**config.mk**
```make
export PLATFORM = sky130hd
export DESIGN_NAME = car_sensor_driver_flat
export DESIGN_NICKNAME = d
export VERILOG_FILES = /design/src/rtl/car_sensor_driver_pkg.sv /design/src/rtl/car_sensor_driver_if.sv /design/src/rtl/car_sensor_driver_hold_timer.sv /design/src/rtl/car_sensor_driver.sv /design/src/flat_wrapper.sv
export SDC_FILE = /design/constraint.sdc
export NUM_CORES = 1
export LEC_CHECK = 0
export ABC_AREA = 1
export CAP_MARGIN = 40
export CORE_MARGIN = 2
export CORE_UTILIZATION = 49
export DETAILED_ROUTE_END_ITERATION = 7
export PLACE_DENSITY = 0.8
export SLEW_MARGIN = 20
export SYNTH_ARGS = -nofsm -noshare
export SYNTH_HDL_FRONTEND = slang
export SYNTH_SLANG_ARGS = --single-unit
```
**constraint.sdc**
```tcl
create_clock -name clk -period 1.82 [get_ports clk]
set_input_delay 0.273 -clock clk [delete_from_list [all_inputs] [get_ports clk]]
set_output_delay 0.273 -clock clk [all_outputs]
set_load 0.02 [all_outputs]
```
**src/rtl/car_sensor_driver_pkg.sv**
```systemverilog
// Shared types and constants for the car sensor waveform generator.
// Sensor patterns are packed as {outer, inner}.
package car_sensor_pkg;

  typedef enum logic [2:0] {
    IDLE     = 3'd0,
    PH_FIRST = 3'd1,
    PH_BOTH  = 3'd2,
    PH_LAST  = 3'd3,
    PH_CLEAR = 3'd4
  } state_t;

  localparam logic [1:0] SNS_NONE  = 2'b00;
  localparam logic [1:0] SNS_OUTER = 2'b10;
  localparam logic [1:0] SNS_INNER = 2'b01;
  localparam logic [1:0] SNS_BOTH  = 2'b11;

  localparam logic DIR_ENTER = 1'b1;
  localparam logic DIR_EXIT  = 1'b0;

  // An enter blocks the outer beam first; an exit mirrors the sequence.
  function automatic logic [1:0] sensor_pattern(input state_t s, input logic d);
    logic [1:0] pat;
    pat = SNS_NONE;
    case (s)
      PH_FIRST: pat = (d == DIR_ENTER) ? SNS_OUTER : SNS_INNER;
      PH_BOTH:  pat = SNS_BOTH;
      PH_LAST:  pat = (d == DIR_ENTER) ? SNS_INNER : SNS_OUTER;
      default:  pat = SNS_NONE;
    endcase
    return pat;
  endfunction

endpackage

```
**src/rtl/car_sensor_driver_if.sv**
```systemverilog
// Request/status bundle between a requester (master) and the sensor driver (slave).
interface car_sensor_driver_if
  import car_sensor_pkg::*;
#(
  parameter int CNT_W = 5
);
  // start is a one-cycle strobe, taken only when busy==0; dir is sampled with it.
  // busy stays high until the done pulse, during which a new start is accepted.
  logic             start;
  logic             dir;
  logic             outer;
  logic             inner;
  logic             busy;
  logic             done;
  logic [CNT_W-1:0] expected_count;
  state_t           state_dbg;

  modport master (
    output start, dir,
    input  outer, inner, busy, done, expected_count, state_dbg
  );

  modport slave (
    input  start, dir,
    output outer, inner, busy, done, expected_count, state_dbg
  );
endinterface

```
**src/rtl/car_sensor_driver_hold_timer.sv**
```systemverilog
// Loadable down-counter that flags the last cycle of a sensor phase.
module hold_timer #(
  parameter int HOLD_CYCLES = 4
) (
  input  logic clk,
  input  logic reset,
  input  logic load,
  input  logic enable,
  output logic expire
);
  // Keep at least one bit so HOLD_CYCLES==1 still elaborates.
  localparam int W = (HOLD_CYCLES > 1) ? $clog2(HOLD_CYCLES) : 1;

  logic [W-1:0] cnt_q;
  logic [W-1:0] cnt_d;

  always_comb begin
    cnt_d = cnt_q;
    if (load) begin
      cnt_d = W'(HOLD_CYCLES - 1);
    end else if (enable && (cnt_q != '0)) begin
      cnt_d = cnt_q - W'(1);
    end
  end

  always_ff @(posedge clk) begin
    if (!reset) begin
      cnt_q <= '0;
    end else begin
      cnt_q <= cnt_d;
    end
  end

  assign expire = (cnt_q == '0);
endmodule

```
**src/rtl/car_sensor_driver.sv**
```systemverilog
// Plays out the 4-phase outer/inner sensor waveform for one car and tracks the
// occupancy that completed sequences imply.
module car_sensor_driver
  import car_sensor_pkg::*;
#(
  parameter int HOLD_CYCLES = 4,
  parameter int MAX_COUNT   = 16,
  parameter int CNT_W       = 5
) (
  input  logic                 clk,
  input  logic                 reset,
  car_sensor_driver_if.slave   bus
);
  state_t           state_q, state_d;
  logic             dir_q, dir_d;
  logic             outer_q, outer_d;
  logic             inner_q, inner_d;
  logic             busy_q, busy_d;
  logic             done_q, done_d;
  logic [CNT_W-1:0] count_q, count_d;
  logic             tmr_load;
  logic             tmr_enable;
  logic             tmr_expire;

  hold_timer #(
    .HOLD_CYCLES (HOLD_CYCLES)
  ) u_hold_timer (
    .clk    (clk),
    .reset  (reset),
    .load   (tmr_load),
    .enable (tmr_enable),
    .expire (tmr_expire)
  );

  always_comb begin
    state_d    = state_q;
    dir_d      = dir_q;
    count_d    = count_q;
    done_d     = 1'b0;
    tmr_load   = 1'b0;
    tmr_enable = 1'b0;

    case (state_q)
      IDLE: begin
        if (bus.start) begin
          state_d  = PH_FIRST;
          dir_d    = bus.dir;
          tmr_load = 1'b1;
        end
      end
      PH_FIRST, PH_BOTH, PH_LAST: begin
        tmr_enable = !tmr_expire;
        if (tmr_expire) begin
          tmr_load = 1'b1;
          case (state_q)
            PH_FIRST: state_d = PH_BOTH;
            PH_BOTH:  state_d = PH_LAST;
            default:  state_d = PH_CLEAR;
          endcase
        end
      end
      PH_CLEAR: begin
        tmr_enable = !tmr_expire;
        if (tmr_expire) begin
          state_d = IDLE;
          done_d  = 1'b1;
          // Clamp before stepping so the count never wraps.
          if (dir_q == DIR_ENTER) begin
            if (count_q < CNT_W'(MAX_COUNT)) count_d = count_q + CNT_W'(1);
          end else begin
            if (count_q != '0) count_d = count_q - CNT_W'(1);
          end
        end
      end
      default: state_d = IDLE;
    endcase

    // Outputs are registered from the next state so they line up with it.
    {outer_d, inner_d} = sensor_pattern(state_d, dir_d);
    busy_d             = (state_d != IDLE);
  end

  always_ff @(posedge clk) begin
    if (!reset) begin
      state_q <= IDLE;
      dir_q   <= DIR_EXIT;
      outer_q <= 1'b0;
      inner_q <= 1'b0;
      busy_q  <= 1'b0;
      done_q  <= 1'b0;
      count_q <= '0;
    end else begin
      state_q <= state_d;
      dir_q   <= dir_d;
      outer_q <= outer_d;
      inner_q <= inner_d;
      busy_q  <= busy_d;
      done_q  <= done_d;
      count_q <= count_d;
    end
  end

  assign bus.outer          = outer_q;
  assign bus.inner          = inner_q;
  assign bus.busy           = busy_q;
  assign bus.done           = done_q;
  assign bus.expected_count = count_q;
  assign bus.state_dbg      = state_q;
endmodule
```
**src/flat_wrapper.sv**
```systemverilog
// flat-port wrapper written by rule: the top's interface ports become plain ports
module car_sensor_driver_flat import car_sensor_pkg::*;
#(
  parameter int HOLD_CYCLES = 4,
  parameter int MAX_COUNT   = 16,
  parameter int CNT_W       = 5
)
  (clk, reset, bus_start, bus_dir, bus_outer, bus_inner, bus_busy, bus_done, bus_expected_count, bus_state_dbg);
  car_sensor_driver_if #(.CNT_W(CNT_W)) bus_i ();
  input  logic clk;
  input  logic reset;
  input wire logic [$bits(bus_i.start)-1:0] bus_start;
  input wire logic [$bits(bus_i.dir)-1:0] bus_dir;
  output wire logic [$bits(bus_i.outer)-1:0] bus_outer;
  output wire logic [$bits(bus_i.inner)-1:0] bus_inner;
  output wire logic [$bits(bus_i.busy)-1:0] bus_busy;
  output wire logic [$bits(bus_i.done)-1:0] bus_done;
  output wire logic [$bits(bus_i.expected_count)-1:0] bus_expected_count;
  output wire logic [$bits(bus_i.state_dbg)-1:0] bus_state_dbg;
  assign bus_i.start = bus_start;
  assign bus_i.dir = bus_dir;
  assign bus_outer = bus_i.outer;
  assign bus_inner = bus_i.inner;
  assign bus_busy = bus_i.busy;
  assign bus_done = bus_i.done;
  assign bus_expected_count = bus_i.expected_count;
  assign bus_state_dbg = bus_i.state_dbg;
  car_sensor_driver #(.HOLD_CYCLES(HOLD_CYCLES), .MAX_COUNT(MAX_COUNT), .CNT_W(CNT_W)) u_core (.clk(clk), .reset(reset), .bus(bus_i));
endmodule
```
==> results.py <==
metrics = {
    "outcome": {
        "status": "finished clean",
    },
    "place": {
        "dpl-instance-area_um2": 965,
        "numPlacedInstances": 144,
        "dpl_worst_slack_ns": 0.300,
        "detailedPlacementHpwl_mm": 1.22,
        "gp_congestion": 0.817,
        "portBuffers": 15,
    },
    "setup_path": {
        "cp_cell_sequence": "clkdlybuf4s50_1",
        "cp_data_required_time_ns": 1.55,
        "critical_path_peak_fanout": 6,
        "worst_r2r_startpoint": "u_core.dir_q",
        "r2r_slack_ns": 0.34,
        "cp-end-kind": "output pin",
        "timing.reg2reg.worst_path_depth": 7,
        "setup.worst_path.class": "reg2out",
        "crit_arrival_ns": 1.42,
        "critPathSlowestCell": "clkdlybuf4s50_1",
        "path_buf_inv": 1,
        "critical_path_depth_in_cells": 1,
        "path_delay_family": "buffers and inverters",
        "critPathMaxStageDelay_ns": 0.66,
        "worst_setup_path_start_kind": "flop",
        "crit_reg_reg_endpoint": "u_core.bus.expected_count[4]",
    },
    "yosys": {
        "post-synth-top-area-fraction_pct": 37.6,
        "synth.top_cells.by_area": "dfxtp_1, nand2_1, nor2_1",
        "ys_types": 17,
        "synth_seq_area_share_pct": 37.6,
        "syn_nets": 123,
        "synthesis.yosys.warnings": 0,
        "synth.largest_area_cell": "dfxtp_1",
        "postSynthRegisterBits": 15,
        "synth.avg_cell_area_um2": 7.00,
        "synth.cell_area_um2": 798,
        "synthCells": 114,
    },
    "global_route": {
        "grt_pass1_wl_mm": 2.54,
        "grt_antenna_before_repair": 0,
        "grt_pass1_vias": 652,
        "gr-total-overflow": 0,
        "track_usage_pct": 17.3,
        "grt_max_degree": 10,
    },
    "routing": {
        "final_wirelength_mm": 1.56,
        "final_antenna_net_count": 0,
        "first_iter_violations": 28,
        "dr_total_vias": 755,
        "remaining_drc_errors": 0,
        "drt_pass1_iterations": 5,
        "vias_per_cell": 5.10,
        "wl_per_cell_um": 10.5,
    },
    "clock_network": {
        "clkSlewWorstSetupHoldPaths_ns": 0.08,
        "ctsResizeCount": 0,
        "clock_path_buffers": 2,
        "clock_tree_from_tritoncts": "yes",
        "post_cts_hold_buffer_count": 0,
        "post_cts.repair.setup_buffers": 0,
        "worstSkewPairLatency_ns": 0.28,
        "cts_buffers": 3,
        "clock_tree.htree_level_count": 1,
        "clockRootBuffer": "clkbuf_4",
        "clock-sinks": 15,
    },
    "finish": {
        "syn2layout_area_growth_pct": 24.1,
        "finish.cell_count_without_fillers": 148,
        "leading_cell_type_in_the_layout_fill_and_taps_excluded": "nand2_1",
        "nNetsFinal": 142,
        "antenna_cells": 0,
        "design_area_um2": 991,
        "finalCoreUtilization_pct": 65.0,
        "final_layout_size_suffix_gt1_share_pct": 5.30,
        "final_cell_mix": "nand2_1, nor2_1, clkdlybuf4s50_1, dfxtp_1, inv_1",
    },
    "timing": {
        "total_neg_setup_slack_ns": 0,
        "layout_worst_path_cycle_share_pct": 93.2,
        "setup_viol": 0,
        "worst_clock_skew_ns": 0.00112,
        "fmaxAchievable_mhz": 589,
        "transition_time_at_the_pin_with_the_least_slew_margin_ns": 0.301,
        "min_period_ns": 1.70,
        "holdWs_ns": 0.462,
        "worst_slew_slack_as_a_fraction_of_its_limit_pct": 79.9,
        "grt_setup_unrepaired": "no",
        "slew_violations": 0,
        "setup_ws_ns": 0.123,
        "report.final.hold_viol_count": 0,
    },
    "worst_hold_path": {
        "hold-path-cell-count": 1,
        "hold_start": "u_core.u_hold_timer.cnt_q[0]",
        "hold_path.class": "reg2reg",
        "min_delay_worst_endpoint": "u_core.u_hold_timer.cnt_q[0]",
    },
    "floorplan": {
        "initial_core_util_pct": 52.4,
        "dieHeight_um": 44.4,
        "core_mm2": 0.00152,
        "boundaryPins": 16,
        "placementRows": 14,
        "dieArea_mm2": 0.00197,
        "chipWidth_um": 44.4,
    },
    "flow_run": {
        "max_cap_violations": 0,
    },
    "pwr": {
        "max-vdd-ir-drop_mv": 0.598,
        "leakagePower_nw": 0.462,
        "finalPower_mw": 0.792,
        "pwr_density_cell_mw_per_mm2": 800,
    },
}
[cell families after synthesis]
family          share of synthesized area, %
simple gates                            33.4
flops                                   37.6
xor+xnor                                4.39
fa+ha+maj                               8.78
compound gates                          8.78
buf+inv                                 7.05
[area by class of cell]
type,count,area [um2]
repair buffers,15,150
flip-flops and latches,15,300
fillers,142,533
clock buffers,4,26.3
multi-input cells,84,442
inverters,14,52.6
well taps,16,20.0
[state kept, by name (all words and copies together) (netlist names)]
| name | flops |
|---|---|
| u_core.u_hold_timer.cnt_q | 2 |
| u_core.dir_q | 1 |
| u_core.bus.done | 1 |
| u_core.bus.state_dbg | 3 |
| u_core.bus.outer | 1 |
| u_core.bus.expected_count | 5 |
| u_core.bus.inner | 1 |
| u_core.bus.busy | 1 |
[worst max path at each step]
stage	start	endpoint	slack (ns)
floorplan	u_core.bus.expected_count[0]	u_core.bus.expected_count[4]	0.45
global placement	bus_start	u_core.bus.inner	0.35
detailed placement	bus_start	u_core.bus.inner	0.30
CTS	u_core.bus.state_dbg[0]	bus_state_dbg[0]	0.1
global route	u_core.bus.state_dbg[0]	bus_state_dbg[0]	0.08
finish	u_core.bus.state_dbg[0]	bus_state_dbg[0]	0.12
[power breakdown]
group	total (mW)	leakage [nW]	switching (mW)	internal [mW]
logic	0.230	0.324	0.140	0.0898
clock network	0.185	0.0150	0.100	0.0850
registers	0.377	0.123	0.0212	0.356
[routing by layer]
| metal | vias up | global-route usage (%) | share of wire [%] |
|---|---|---|---|
| met4 | 0 | 9.70 | 0.58 |
| met3 | 2 | 2.86 | 4.4 |
| met1 | 334 | 21.2 | 46 |
| li1 | 396 | - | - |
| met5 | - | 0 | 0 |
| met2 | 23 | 28.5 | 49 |
[synthesized netlist by cell type]
master    instances
nand2_1          30
nor2_1           16
dfxtp_1          15
inv_1            14
a21oi_1           9
nand3_1           8
o21ai_0           5
ha_1              4
xor2_1            3
nand2_2           2
nor2_4            2
clkbuf_1          1
fa_1              1
nand3b_1          1
nand4_1           1
nor3_1            1
xnor2_1           1
No activity file was read; power rests on OpenSTA's default activity.
==> edit: new RTL, same settings <==
`CNT_W` is set to 5 in 3 places; all go to 10.
--- a/src/rtl/car_sensor_driver_if.sv
+++ b/src/rtl/car_sensor_driver_if.sv
@@ -4,3 +4,3 @@
 #(
-  parameter int CNT_W = 5
+  parameter int CNT_W = 10
 );
--- a/src/rtl/car_sensor_driver.sv
+++ b/src/rtl/car_sensor_driver.sv
@@ -7,3 +7,3 @@
   parameter int MAX_COUNT   = 16,
-  parameter int CNT_W       = 5
+  parameter int CNT_W       = 10
 ) (
--- a/src/flat_wrapper.sv
+++ b/src/flat_wrapper.sv
@@ -5,3 +5,3 @@
   parameter int MAX_COUNT   = 16,
-  parameter int CNT_W       = 5
+  parameter int CNT_W       = 10
 )
Interface: changed (resized bus_expected_count); port bits go from 16 to 21. The function was not compared with the original's and may differ.
==> edit against the unedited design <==
Power is 58% higher; final cell count is 62% higher; sequential share of layout area is 4.9 points lower; sequential cell count is 5 higher; combinational power is 110% higher; synthesized area is 63% higher; design area is 59% higher; setup slack worse by 0.050 ns; wire length is 75% higher; critical path type unchanged; largest power group unchanged.
==> edit: results (changes against the unedited design) <==
Outcome
  – Status: finished clean (unchanged)

Global route
  – Largest net degree at the start of global routing: 12 (was 10)
  – First-pass GRT wire length: 4740 um (was 2540 um)
  – GRT Total Usage: 0.188 (was 0.173)
  – Vias in the first global route: 1,145 (was 652)

Cells and area
  – Layout cells sized above 1: 0.110 (was 0.0530)
  – Final nets: 225 (was 142)
  – Non-Filler Instances: 240 (was 148)
  – Antenna cells: 0 (unchanged)
  – Largest register FFs: 10 (was 5)

Power and ir drop
  – Lkg Pwr: 0.000756 uW (was 0.000462 uW)
  – Switching share of power: 0.370 (was 0.330)
  – Max rail drop VDD: 0.673 mV (was 0.598 mV)

Worst setup path
  – R2r endpoint: u_core.bus.expected_count[9]$_SDFFE_PN0P_ (was u_core.bus.expected_count[4]$_SDFFE_PN0P_)
  – Worst Reg-to-Reg Cells: 10 (was 7)
  – Crit path DAT: 1.47 ns (was 1.42 ns)
  – Crit path max fanout: 7 (was 6)
  – FF-to-FF setup slack: 0.17 ns (was 0.34 ns)

STA
  – Layout Skew: 0.0107 ns (was 0.00112 ns)
  – Max_slew headroom: 0.808 (was 0.799)

Route
  – Drt pass-1 iters: 4 (was 5)
  – Routed WL: 2730 um (was 1560 um)
  – Starting DRT DRC Count: 29 (was 28)
  – DR vias: 1,215 (was 755)

Place
  – GP Congestion: 0.923 (was 0.817)
  – Dpl cell area: 1540 um2 (was 965 um2)
  – I/O Buffers: 20 (was 15)
  – Post-DP HPWL: 2110 um (was 1220 um)

Logic synthesis
  – Area contributors post-synth: dfxtp_1, nand2_1, nor2_1, ha_1, inv_1 (was dfxtp_1, nand2_1, nor2_1, inv_1, ha_1)
  – Register area share after synthesis: 0.307 (was 0.376)
  – Commonest cells in the netlist: nand2_1, nor2_1, dfxtp_1, inv_1, a21oi_1 (was nand2_1, nor2_1, dfxtp_1)

Min path
  – HP Start: u_core.u_hold_timer.cnt_q[1]$_SDFFE_PN0P_ (was u_core.u_hold_timer.cnt_q[0]$_SDFFE_PN0P_)
  – Hold Path End: u_core.u_hold_timer.cnt_q[1]$_SDFFE_PN0P_ (was u_core.u_hold_timer.cnt_q[0]$_SDFFE_PN0P_)
  – Cell count of the worst hold path: 2 (was 1)

Clocking
  – Clock Latency Late Sink: 0.31 ns (was 0.28 ns)
  – Clock buffer depth: 2 (unchanged)
[edit: final cells by class]
class / count / area, um2
Multi-Input combinational cell: 140 / 797
Inverter: 24 / 92.6
Sequential cell: 20 / 400
Fill cell: 217 / 921
Tap cell: 30 / 37.5
Clock buffer: 4 / 36.3
Timing Repair Buffer: 22 / 215
[edit: worst max path at each step]
stage	start	endpoint	slack (ns)	depth (start not counted)
global route	u_core.bus.expected_count[0]$_SDFFE_PN0P_	bus_expected_count[0]	0.005	1
CTS	u_core.bus.expected_count[0]$_SDFFE_PN0P_	bus_expected_count[0]	0.06	1
detailed placement	u_core.dir_q$_SDFF_PN0_	u_core.bus.expected_count[9]$_SDFFE_PN0P_	0.12	10
floorplan	u_core.dir_q$_SDFF_PN0_	u_core.bus.expected_count[9]$_SDFFE_PN0P_	0.1	10
finish	u_core.bus.expected_count[0]$_SDFFE_PN0P_	bus_expected_count[0]	0.07	1
global placement	u_core.dir_q$_SDFF_PN0_	u_core.bus.expected_count[9]$_SDFFE_PN0P_	0.19	10
[edit: what timing repair did]
action,in CTS,in global routing
endpoints found under the setup margin,0,5
hold buffers,0,0
gates resized for setup,0,2
[edit: kinds of logic (layout without fill, tap and decap cells)]
kind of cell	count (synthesis)	after routing	synth area share
AO/OA/AOI/OAI	31	31	0.134
XOR/XNOR	6	6	0.0403
flip-flops	20	20	0.307
adder cells (fa/ha/maj)	10	10	0.102
AND/OR/NAND/NOR	93	93	0.332
buffers and inverters	26	50	0.0853
[edit: metal layers]
layer / vias up / GRT usage / share of wire
met2: 26 / 0.320 / 0.46
met5: - / 0 / 0
met4: 0 / 0.0523 / 0.015
li1: 646 / - / -
met3: 4 / 0.0442 / 0.041
met1: 539 / 0.237 / 0.48
[edit: through the flow]
stage               hold WS, ns  total power (uW)  worst slack [ns]  utilization
finish                    0.486              1250            0.0730        0.632
global route              0.503              1340           0.00548        0.632
CTS                       0.487              1260            0.0608        0.630
detailed placement        0.472              1000             0.118        0.616
global placement          0.453               980             0.187        0.616
floorplan                 0.443               868            0.0967            -
[edit: power groups by stage]
stage          clock [uW]  combinational [uW]  sequential, uW
2_1_floorplan           0                 311             557
3_5_place_dp            0                 480             520
4_1_cts               265                 482             509
3_3_place_gp            0                 463             517
6_report              262                 482             510
5_1_grt               282                 547             515
